### config.mk
export PLATFORM = sky130hd
export DESIGN_NAME = sc_mult_window_flat
export DESIGN_NICKNAME = d
export VERILOG_FILES = /design/src/rtl/sc_mult_window_pkg.sv /design/src/rtl/sc_mult_window_if.sv /design/src/rtl/sc_mult_window_lfsr.sv /design/src/rtl/sc_mult_window.sv /design/src/flat_wrapper.sv
export SDC_FILE = /design/constraint.sdc
export NUM_CORES = 1
export LEC_CHECK = 0
export BUFFER_PORTS_ARGS = -buffer_cell sky130_fd_sc_hd__buf_4
export CAP_MARGIN = 20
export CORE_ASPECT_RATIO = 1.5
export CORE_MARGIN = 8
export CORE_UTILIZATION = 40
export DETAILED_ROUTE_END_ITERATION = 8
export SLEW_MARGIN = 10
export SYNTH_ARGS = -nofsm -noshare
export SYNTH_HDL_FRONTEND = slang
export SYNTH_SLANG_ARGS = --single-unit
### constraint.sdc
create_clock -name clk -period 2.29 [get_ports clk]
set_clock_uncertainty 0.15 [all_clocks]
set_input_delay 0.458 -clock clk [delete_from_list [all_inputs] [get_ports clk]]
set_output_delay 0.458 -clock clk [all_outputs]
set_load 0.1 [all_outputs]
### src/rtl/sc_mult_window_pkg.sv
// Shared constants for the stochastic multiplier: LFSR tap masks, mode encoding, seed cleanup.
// Latency: n/a (package only).
// Backpressure: n/a.
package sc_mult_window_pkg;

  // Product gate selection, latched together with the operands.
  typedef enum logic {
    SC_UNIPOLAR = 1'b0,  // AND of the two streams
    SC_BIPOLAR  = 1'b1   // XNOR of the two streams
  } sc_mode_e;

  // Feedback tap masks (bit positions XORed into bit0 after a left shift).
  localparam logic [31:0] SC_TAPS_W16 = 32'h0000_B400;  // taps 15,13,12,10
  localparam logic [31:0] SC_TAPS_W31 = 32'h4800_0000;  // taps 30,27

  function automatic logic [31:0] sc_taps(input int w);
    logic [31:0] taps;
    taps = SC_TAPS_W31;
    if (w == 16) taps = SC_TAPS_W16;
    return taps;
  endfunction

  // An all-zero LFSR is a lock-up state, so a seed that truncates to zero becomes 1.
  function automatic logic [31:0] sc_seed_sanitise(input logic [31:0] seed, input int w);
    logic [31:0] mask;
    logic [31:0] s;
    mask = (w >= 32) ? 32'hFFFF_FFFF : ((32'd1 << w) - 32'd1);
    s    = seed & mask;
    if (s == 32'd0) s = 32'd1;
    return s;
  endfunction

endpackage

### src/rtl/sc_mult_window_if.sv
// Operand/readback bundle between the stochastic test top and the multiplier.
// Latency: n/a (wiring only).
// Backpressure: none; start is a request sampled only when the block is idle.
// Ports: start/cont/mode/prob_a/prob_b towards the multiplier; busy/sn_out/result/
//   result_bp/result_valid back from it.
interface sc_mult_window_if #(
  parameter int N_BITS   = 4,
  parameter int WIN_LOG2 = 3
) ();

  logic                  start;
  logic                  cont;
  logic                  mode;
  logic [N_BITS-1:0]     prob_a;
  logic [N_BITS-1:0]     prob_b;
  logic                  busy;
  logic                  sn_out;
  logic [WIN_LOG2:0]     result;
  logic [WIN_LOG2+1:0]   result_bp;
  logic                  result_valid;

  modport master (
    output start, cont, mode, prob_a, prob_b,
    input  busy, sn_out, result, result_bp, result_valid
  );

  modport slave (
    input  start, cont, mode, prob_a, prob_b,
    output busy, sn_out, result, result_bp, result_valid
  );

endinterface

### src/rtl/sc_mult_window_lfsr.sv
// Free-running Fibonacci LFSR (shift left, bit0 = XOR of taps) for one stochastic number generator.
// Latency: new state every clock from reset release.
// Backpressure: none, never stalls.
// Ports: clk, rst_n (async active-low, loads SEED), o_bits = low OUT_W bits of the state.
module sc_mult_window_lfsr
  import sc_mult_window_pkg::*;
#(
  parameter int W     = 31,
  parameter int SEED  = 1,
  parameter int OUT_W = 4
) (
  input  logic             clk,
  input  logic             rst_n,
  output logic [OUT_W-1:0] o_bits
);

  localparam logic [W-1:0] TAPS      = W'(sc_taps(W));
  localparam logic [W-1:0] SEED_INIT = W'(sc_seed_sanitise(32'(SEED), W));

  logic [W-1:0] r_state;

  always_ff @(posedge clk or negedge rst_n) begin
    if (!rst_n) begin
      r_state <= SEED_INIT;
    end else begin
      r_state <= {r_state[W-2:0], ^(r_state & TAPS)};
    end
  end

  assign o_bits = r_state[OUT_W-1:0];

endmodule

### src/rtl/sc_mult_window.sv
// Stochastic multiplier: two LFSR-driven SNGs, AND/XNOR product, 2**WIN_LOG2-bit window count.
// Latency: start accepted at E0 -> result_valid high after edge E0+2**WIN_LOG2+2.
// Backpressure: start ignored while busy; cont=1 chains windows back-to-back with no gap.
// Ports: clk, rst_n (async active-low), bus (slave modport of sc_mult_window_if).
module sc_mult_window
  import sc_mult_window_pkg::*;
#(
  parameter int N_BITS   = 4,
  parameter int WIN_LOG2 = 3,
  parameter int LFSR_W   = 31,
  parameter int SEED_A   = 1,
  parameter int SEED_B   = 2
) (
  input  logic             clk,
  input  logic             rst_n,
  sc_mult_window_if.slave  bus
);

  localparam int WIN = 1 << WIN_LOG2;
  // The window counter runs from 0 at E0 up to WIN+1 at the final edge.
  localparam int CW = WIN_LOG2 + 2;
  // Counter value seen at the first accumulating edge (E3): the two pipeline
  // stages in front of sn_out have to fill before product bits are counted.
  localparam logic [CW-1:0]         CNT_FIRST = CW'(2);
  localparam logic [CW-1:0]         CNT_LAST  = CW'(WIN + 1);
  localparam logic [WIN_LOG2+1:0]   BP_OFFS   = (WIN_LOG2 + 2)'(WIN);

  typedef enum logic {
    ST_IDLE = 1'b0,
    ST_RUN  = 1'b1
  } state_e;

  state_e                r_state;
  logic [N_BITS-1:0]     r_op_a;
  logic [N_BITS-1:0]     r_op_b;
  sc_mode_e              r_mode;
  logic                  r_sn_a;
  logic                  r_sn_b;
  logic                  r_sn_out;
  logic [CW-1:0]         r_cnt;
  logic [WIN_LOG2:0]     r_acc;
  logic [WIN_LOG2:0]     r_result;
  logic [WIN_LOG2+1:0]   r_result_bp;
  logic                  r_result_valid;

  logic [N_BITS-1:0]     w_rnd_a;
  logic [N_BITS-1:0]     w_rnd_b;
  logic [WIN_LOG2:0]     w_sum;
  logic [WIN_LOG2+1:0]   w_bp;
  logic                  w_last;

  sc_mult_window_lfsr #(.W(LFSR_W), .SEED(SEED_A), .OUT_W(N_BITS)) u_lfsr_a (
    .clk    (clk),
    .rst_n  (rst_n),
    .o_bits (w_rnd_a)
  );

  sc_mult_window_lfsr #(.W(LFSR_W), .SEED(SEED_B), .OUT_W(N_BITS)) u_lfsr_b (
    .clk    (clk),
    .rst_n  (rst_n),
    .o_bits (w_rnd_b)
  );

  // Accumulator holds at most WIN-1 bits, so adding the last bit cannot overflow.
  assign w_sum  = r_acc + {{WIN_LOG2{1'b0}}, r_sn_out};
  assign w_bp   = {w_sum, 1'b0} - BP_OFFS;
  assign w_last = (r_state == ST_RUN) && (r_cnt == CNT_LAST);

  // SNG comparators and product gate run every cycle; only the counter decides what is counted.
  always_ff @(posedge clk or negedge rst_n) begin
    if (!rst_n) begin
      r_sn_a   <= 1'b0;
      r_sn_b   <= 1'b0;
      r_sn_out <= 1'b0;
    end else begin
      r_sn_a   <= (w_rnd_a < r_op_a);
      r_sn_b   <= (w_rnd_b < r_op_b);
      r_sn_out <= (r_mode == SC_BIPOLAR) ? ~(r_sn_a ^ r_sn_b) : (r_sn_a & r_sn_b);
    end
  end

  always_ff @(posedge clk or negedge rst_n) begin
    if (!rst_n) begin
      r_state        <= ST_IDLE;
      r_op_a         <= '0;
      r_op_b         <= '0;
      r_mode         <= SC_UNIPOLAR;
      r_cnt          <= '0;
      r_acc          <= '0;
      r_result       <= '0;
      r_result_bp    <= '0;
      r_result_valid <= 1'b0;
    end else begin
      r_result_valid <= 1'b0;
      case (r_state)
        ST_IDLE: begin
          if (bus.start) begin
            r_op_a  <= bus.prob_a;
            r_op_b  <= bus.prob_b;
            r_mode  <= sc_mode_e'(bus.mode);
            r_cnt   <= '0;
            r_acc   <= '0;
            r_state <= ST_RUN;
          end
        end
        ST_RUN: begin
          if (w_last) begin
            r_result       <= w_sum;
            r_result_bp    <= w_bp;
            r_result_valid <= 1'b1;
            r_acc          <= '0;
            if (bus.cont) begin
              // The product pipe is already full, so the next window starts
              // accumulating on the very next edge.
              r_cnt <= CNT_FIRST;
            end else begin
              r_cnt   <= '0;
              r_state <= ST_IDLE;
            end
          end else begin
            r_cnt <= r_cnt + CW'(1);
            if (r_cnt >= CNT_FIRST) r_acc <= w_sum;
          end
        end
        default: r_state <= ST_IDLE;
      endcase
    end
  end

  assign bus.busy         = (r_state == ST_RUN);
  assign bus.sn_out       = r_sn_out;
  assign bus.result       = r_result;
  assign bus.result_bp    = r_result_bp;
  assign bus.result_valid = r_result_valid;

endmodule

### src/flat_wrapper.sv
// flat-port wrapper written by rule: the top's interface ports become plain ports
module sc_mult_window_flat import sc_mult_window_pkg::*;
#(
  parameter int N_BITS   = 4,
  parameter int WIN_LOG2 = 3,
  parameter int LFSR_W   = 31,
  parameter int SEED_A   = 1,
  parameter int SEED_B   = 2
)
  (clk, rst_n, bus_start, bus_cont, bus_mode, bus_prob_a, bus_prob_b, bus_busy, bus_sn_out, bus_result, bus_result_bp, bus_result_valid);
  sc_mult_window_if #(.N_BITS(N_BITS), .WIN_LOG2(WIN_LOG2)) bus_i ();
  input  logic clk;
  input  logic rst_n;
  input wire logic [$bits(bus_i.start)-1:0] bus_start;
  input wire logic [$bits(bus_i.cont)-1:0] bus_cont;
  input wire logic [$bits(bus_i.mode)-1:0] bus_mode;
  input wire logic [$bits(bus_i.prob_a)-1:0] bus_prob_a;
  input wire logic [$bits(bus_i.prob_b)-1:0] bus_prob_b;
  output wire logic [$bits(bus_i.busy)-1:0] bus_busy;
  output wire logic [$bits(bus_i.sn_out)-1:0] bus_sn_out;
  output wire logic [$bits(bus_i.result)-1:0] bus_result;
  output wire logic [$bits(bus_i.result_bp)-1:0] bus_result_bp;
  output wire logic [$bits(bus_i.result_valid)-1:0] bus_result_valid;
  assign bus_i.start = bus_start;
  assign bus_i.cont = bus_cont;
  assign bus_i.mode = bus_mode;
  assign bus_i.prob_a = bus_prob_a;
  assign bus_i.prob_b = bus_prob_b;
  assign bus_busy = bus_i.busy;
  assign bus_sn_out = bus_i.sn_out;
  assign bus_result = bus_i.result;
  assign bus_result_bp = bus_i.result_bp;
  assign bus_result_valid = bus_i.result_valid;
  sc_mult_window #(.N_BITS(N_BITS), .WIN_LOG2(WIN_LOG2), .LFSR_W(LFSR_W), .SEED_A(SEED_A), .SEED_B(SEED_B)) u_core (.clk(clk), .rst_n(rst_n), .bus(bus_i));
endmodule
==> key figures <==
Detailed routing
  • Final WL: around 4600 um
  • Drt first pass iters: 4
  • DRT antenna net count: 0
  • Routed length per instance: 13.65 um
  • Via total after detailed routing: 1525
  • Drt via density: about 4.5
  • Drc violations: 0
  • Iter 0 DRT Violations: between 70 and 80

Finish
  • Synth-to-Final Area Change: 20.74%
  • Layout cell share with drive strength beyond 1: ~22%
  • Post-Layout Cell Count: roughly 340
  • Finished Cell Area: between 3000 and 4000 um^2
  • Diodes inserted: 0
  • Final #Nets: ~260

Synthesis
  • Synthesized net count: about 230
  • Synthesis-stage register bit count: 91
  • Sequential area share after synthesis: 75.57%
  • Gate Count Post-Synth: 200
  • Post-Syn Area: 3017 um^2
  • Syn Area/Cell: 15.08 um^2
  • Distinct cells, synth: 34
  • Ys Warns: 0

STA
  • Fin crit period: approximately 2000 ps
  • Unrepaired setup endpoints after global routing: no
  • Final setup viols: 0
  • Setup TNS: 0 ps
  • Achievable Freq: roughly 500 MHz
  • Fin. Hold Viols: 0
  • Final Cycle Share: approximately 87%
  • Slew Limit Fails: 0

Global route
  • GRT Total Usage: between 10 and 15%
  • Vias in the first global route: 1661
  • Largest net degree at the start of global routing: 41
  • Initial antenna violation count: 0
  • Grt ovf: 0
  • First-pass GRT wire length: 8079 um

Die
  • Die area: approximately 11000 um^2
  • Die height: roughly 120 um
  • Die Span X: between 80 and 90 um
  • Initial core utilization: between 40% and 50%
  • Num rows: 39
  • Num ports: 25
  • Core Box Area: ~7500 um^2

Worst hold path
  • Hold endpoint: u_core.r_op_a[3]
  • Min-delay worst type: in2reg
  • HP Start: bus_prob_a[3]
  • Hold depth: 3

Critical path
  • Crit path arrival time: about 2000 ps
  • R2r startpoint: u_core.r_cnt[1]
  • Startpoint types: register
  • Critical path peak fanout: 12
  • Cells on worst reg2reg path: 6
  • Critical path required time: around 2400 ps
  • Reg2Reg Setup Slack: between 200 and 300 ps
  • Critical path class: reg2reg
  • Worst R2R End: u_core.r_cnt[1]
  • Crit. End Element: register

Clock tree
  • Reg clk slew, reported paths: around 60 ps
  • CTS tree: built
  • H-Tree Depth: 3
  • CTS buffer count: 9
  • Clk Latency, worst-skew pair: about 330 ps
  • Post-CTS Resized: 0
  • CTS Root Cell: clkbuf_16
  • Clock Path Buffers: 2
  • Clock sink count: 91

Placement
  • Placed cells: ~320
  • Area post-placement: between 3000 and 4000 um^2
  • Number of port buffers: 23
  • RePlAce Congestion: between 0.7 and 0.8
  • Post-DP HPWL: just under 3000 um

Pwr
  • VDD IR-drop max: around 0.00060 V
  • Pleak: about 0.0019 uW
  • Pwr dens: ~1400 nW/um^2

Flow run
  • Max-cap violations: 0

Outcome
  • Status: complete, no violations
[critical path, stage by stage (launching register included)]
cell and delay (ps):
dfrtp_1 450, inv_1 110, ha_1 140, and4bb_4 260, nand2_1 230, or2_1 320
a31o_2 230
[cells in the mapped netlist, drive strengths merged]
library cell	count	area [um^2]
xor2	4	35.03
ha	12	150.1
nor2b	3	18.77
a21oi	6	30.03
o211ai	1	12.51
a31oi	1	6.260
a21o	5	37.54
nand2	13	48.80
nor2	6	22.52
xnor2	1	8.760
a221o	1	10.01
inv	12	45.04
a22o	2	17.52
or4	1	11.26
conb	1	3.750
dfstp	2	52.55
o21a	1	7.510
buf	5	32.53
dfrtp	89	2227
and4bb	1	16.27
or2	1	6.260
o21ai	11	55.05
clkbuf	2	7.510
nor3	2	10.01
and3b	1	8.760
mux2i	1	10.01
nand3	3	15.01
o2bb2ai	1	8.760
a41o	1	10.01
a31o	1	8.760
mux2	5	56.30
nand2b	3	18.77
nor3b	1	7.510
[placed cells by master, fill, tap and decap left out, types with 6 or more instances in the layout]
master and n:
a21oi_1 6, buf_4 25, clkbuf_16 9, dfrtp_1 89
ha_1 12, inv_1 12, nand2_1 13, nor2_1 6
o21ai_0 11
[power breakdown]
part           internal, uW  switching, uW  leakage [uW]
registers              1850            189       0.00120
clock network           922            600      0.000159
logic                   498           1010      0.000510
[metrics by stage]
step,total power (uW),util [%],setup WS (ps),hold WS (ps)
floorplan,3230,-,119.2,12.41
global placement,3558,44.36,353.8,186.6
detailed placement,3585,44.36,319.1,184.7
CTS,5138,48.79,298.9,172.1
global route,5361,48.79,155.8,176.4
finish,5062,48.79,297.3,181.7
[timing repair]
| item | in CTS | in global routing |
|---|---|---|
| endpoints found under the hold margin | 37 | 0 |
| setup buffers | 0 | 0 |
| hold buffers | 1 | 0 |
| endpoints found under the setup margin | 0 | 0 |
[cell families (layout without fill, tap and decap cells)]
family	after synthesis	in the layout	synth area share [%]
compound gates	31	31	6.761
xor+xnor	5	5	1.452
fa+ha+maj	12	12	4.977
buf+inv	19	55	2.820
flops	91	91	75.57
mux	6	6	2.198
other cells	1	1	0.1243
simple gates	35	35	6.098
[per-layer routing]
metal | track usage (%) | routed length (um) | vias to the layer above
met1 | 12.62 | 2131 | 779
met2 | 15.15 | 2235 | 23
li1 | - | - | 721
met4 | 4.221 | 23 | 0
met5 | 0 | 0 | -
met3 | 4.223 | 223 | 2
[sequential cells by signal, summed over array words and instances, names as in the netlist]
name / flops
u_core.r_mode: 1
u_core.u_lfsr_b.r_state: 31
u_core.bus.busy: 1
u_core.bus.sn_out: 1
u_core.r_op_b: 4
u_core.bus.result_valid: 1
u_core.r_sn_a: 1
u_core.bus.result: 4
u_core.r_sn_b: 1
u_core.r_op_a: 4
u_core.r_acc: 4
u_core.r_cnt: 5
u_core.bus.result_bp: 2
u_core.u_lfsr_a.r_state: 31
[area by class of cell]
| type | count | area (um^2) |
|---|---|---|
| Inverter | 12 | 45.04 |
| Timing Repair Buffer | 27 | 217.7 |
| Fill cell | 676 | 3824 |
| Clock inverter | 5 | 67.56 |
| Sequential cell | 91 | 2280 |
| Multi-Input combinational cell | 90 | 651.9 |
| Tap cell | 102 | 127.6 |
| Clock buffer | 11 | 252.7 |
[worst max path at each step]
| stage | start | endpoint | slack, ps | cells past startpoint |
|---|---|---|---|---|
| after detailed placement | u_core.r_cnt[1] | u_core.r_cnt[1] | 320 | 6 |
| after CTS | u_core.r_cnt[1] | u_core.r_cnt[1] | 300 | 6 |
| after global routing | u_core.r_cnt[1] | u_core.r_cnt[1] | 160 | 6 |
| after global placement | u_core.r_cnt[1] | u_core.r_cnt[1] | 350 | 6 |
| final | u_core.r_cnt[1] | u_core.r_cnt[1] | 300 | 6 |
| after floorplan | u_core.bus.sn_out | u_core.bus.result_bp[4] | 120 | 5 |
Note: power is estimated with default switching activity, not from simulation.
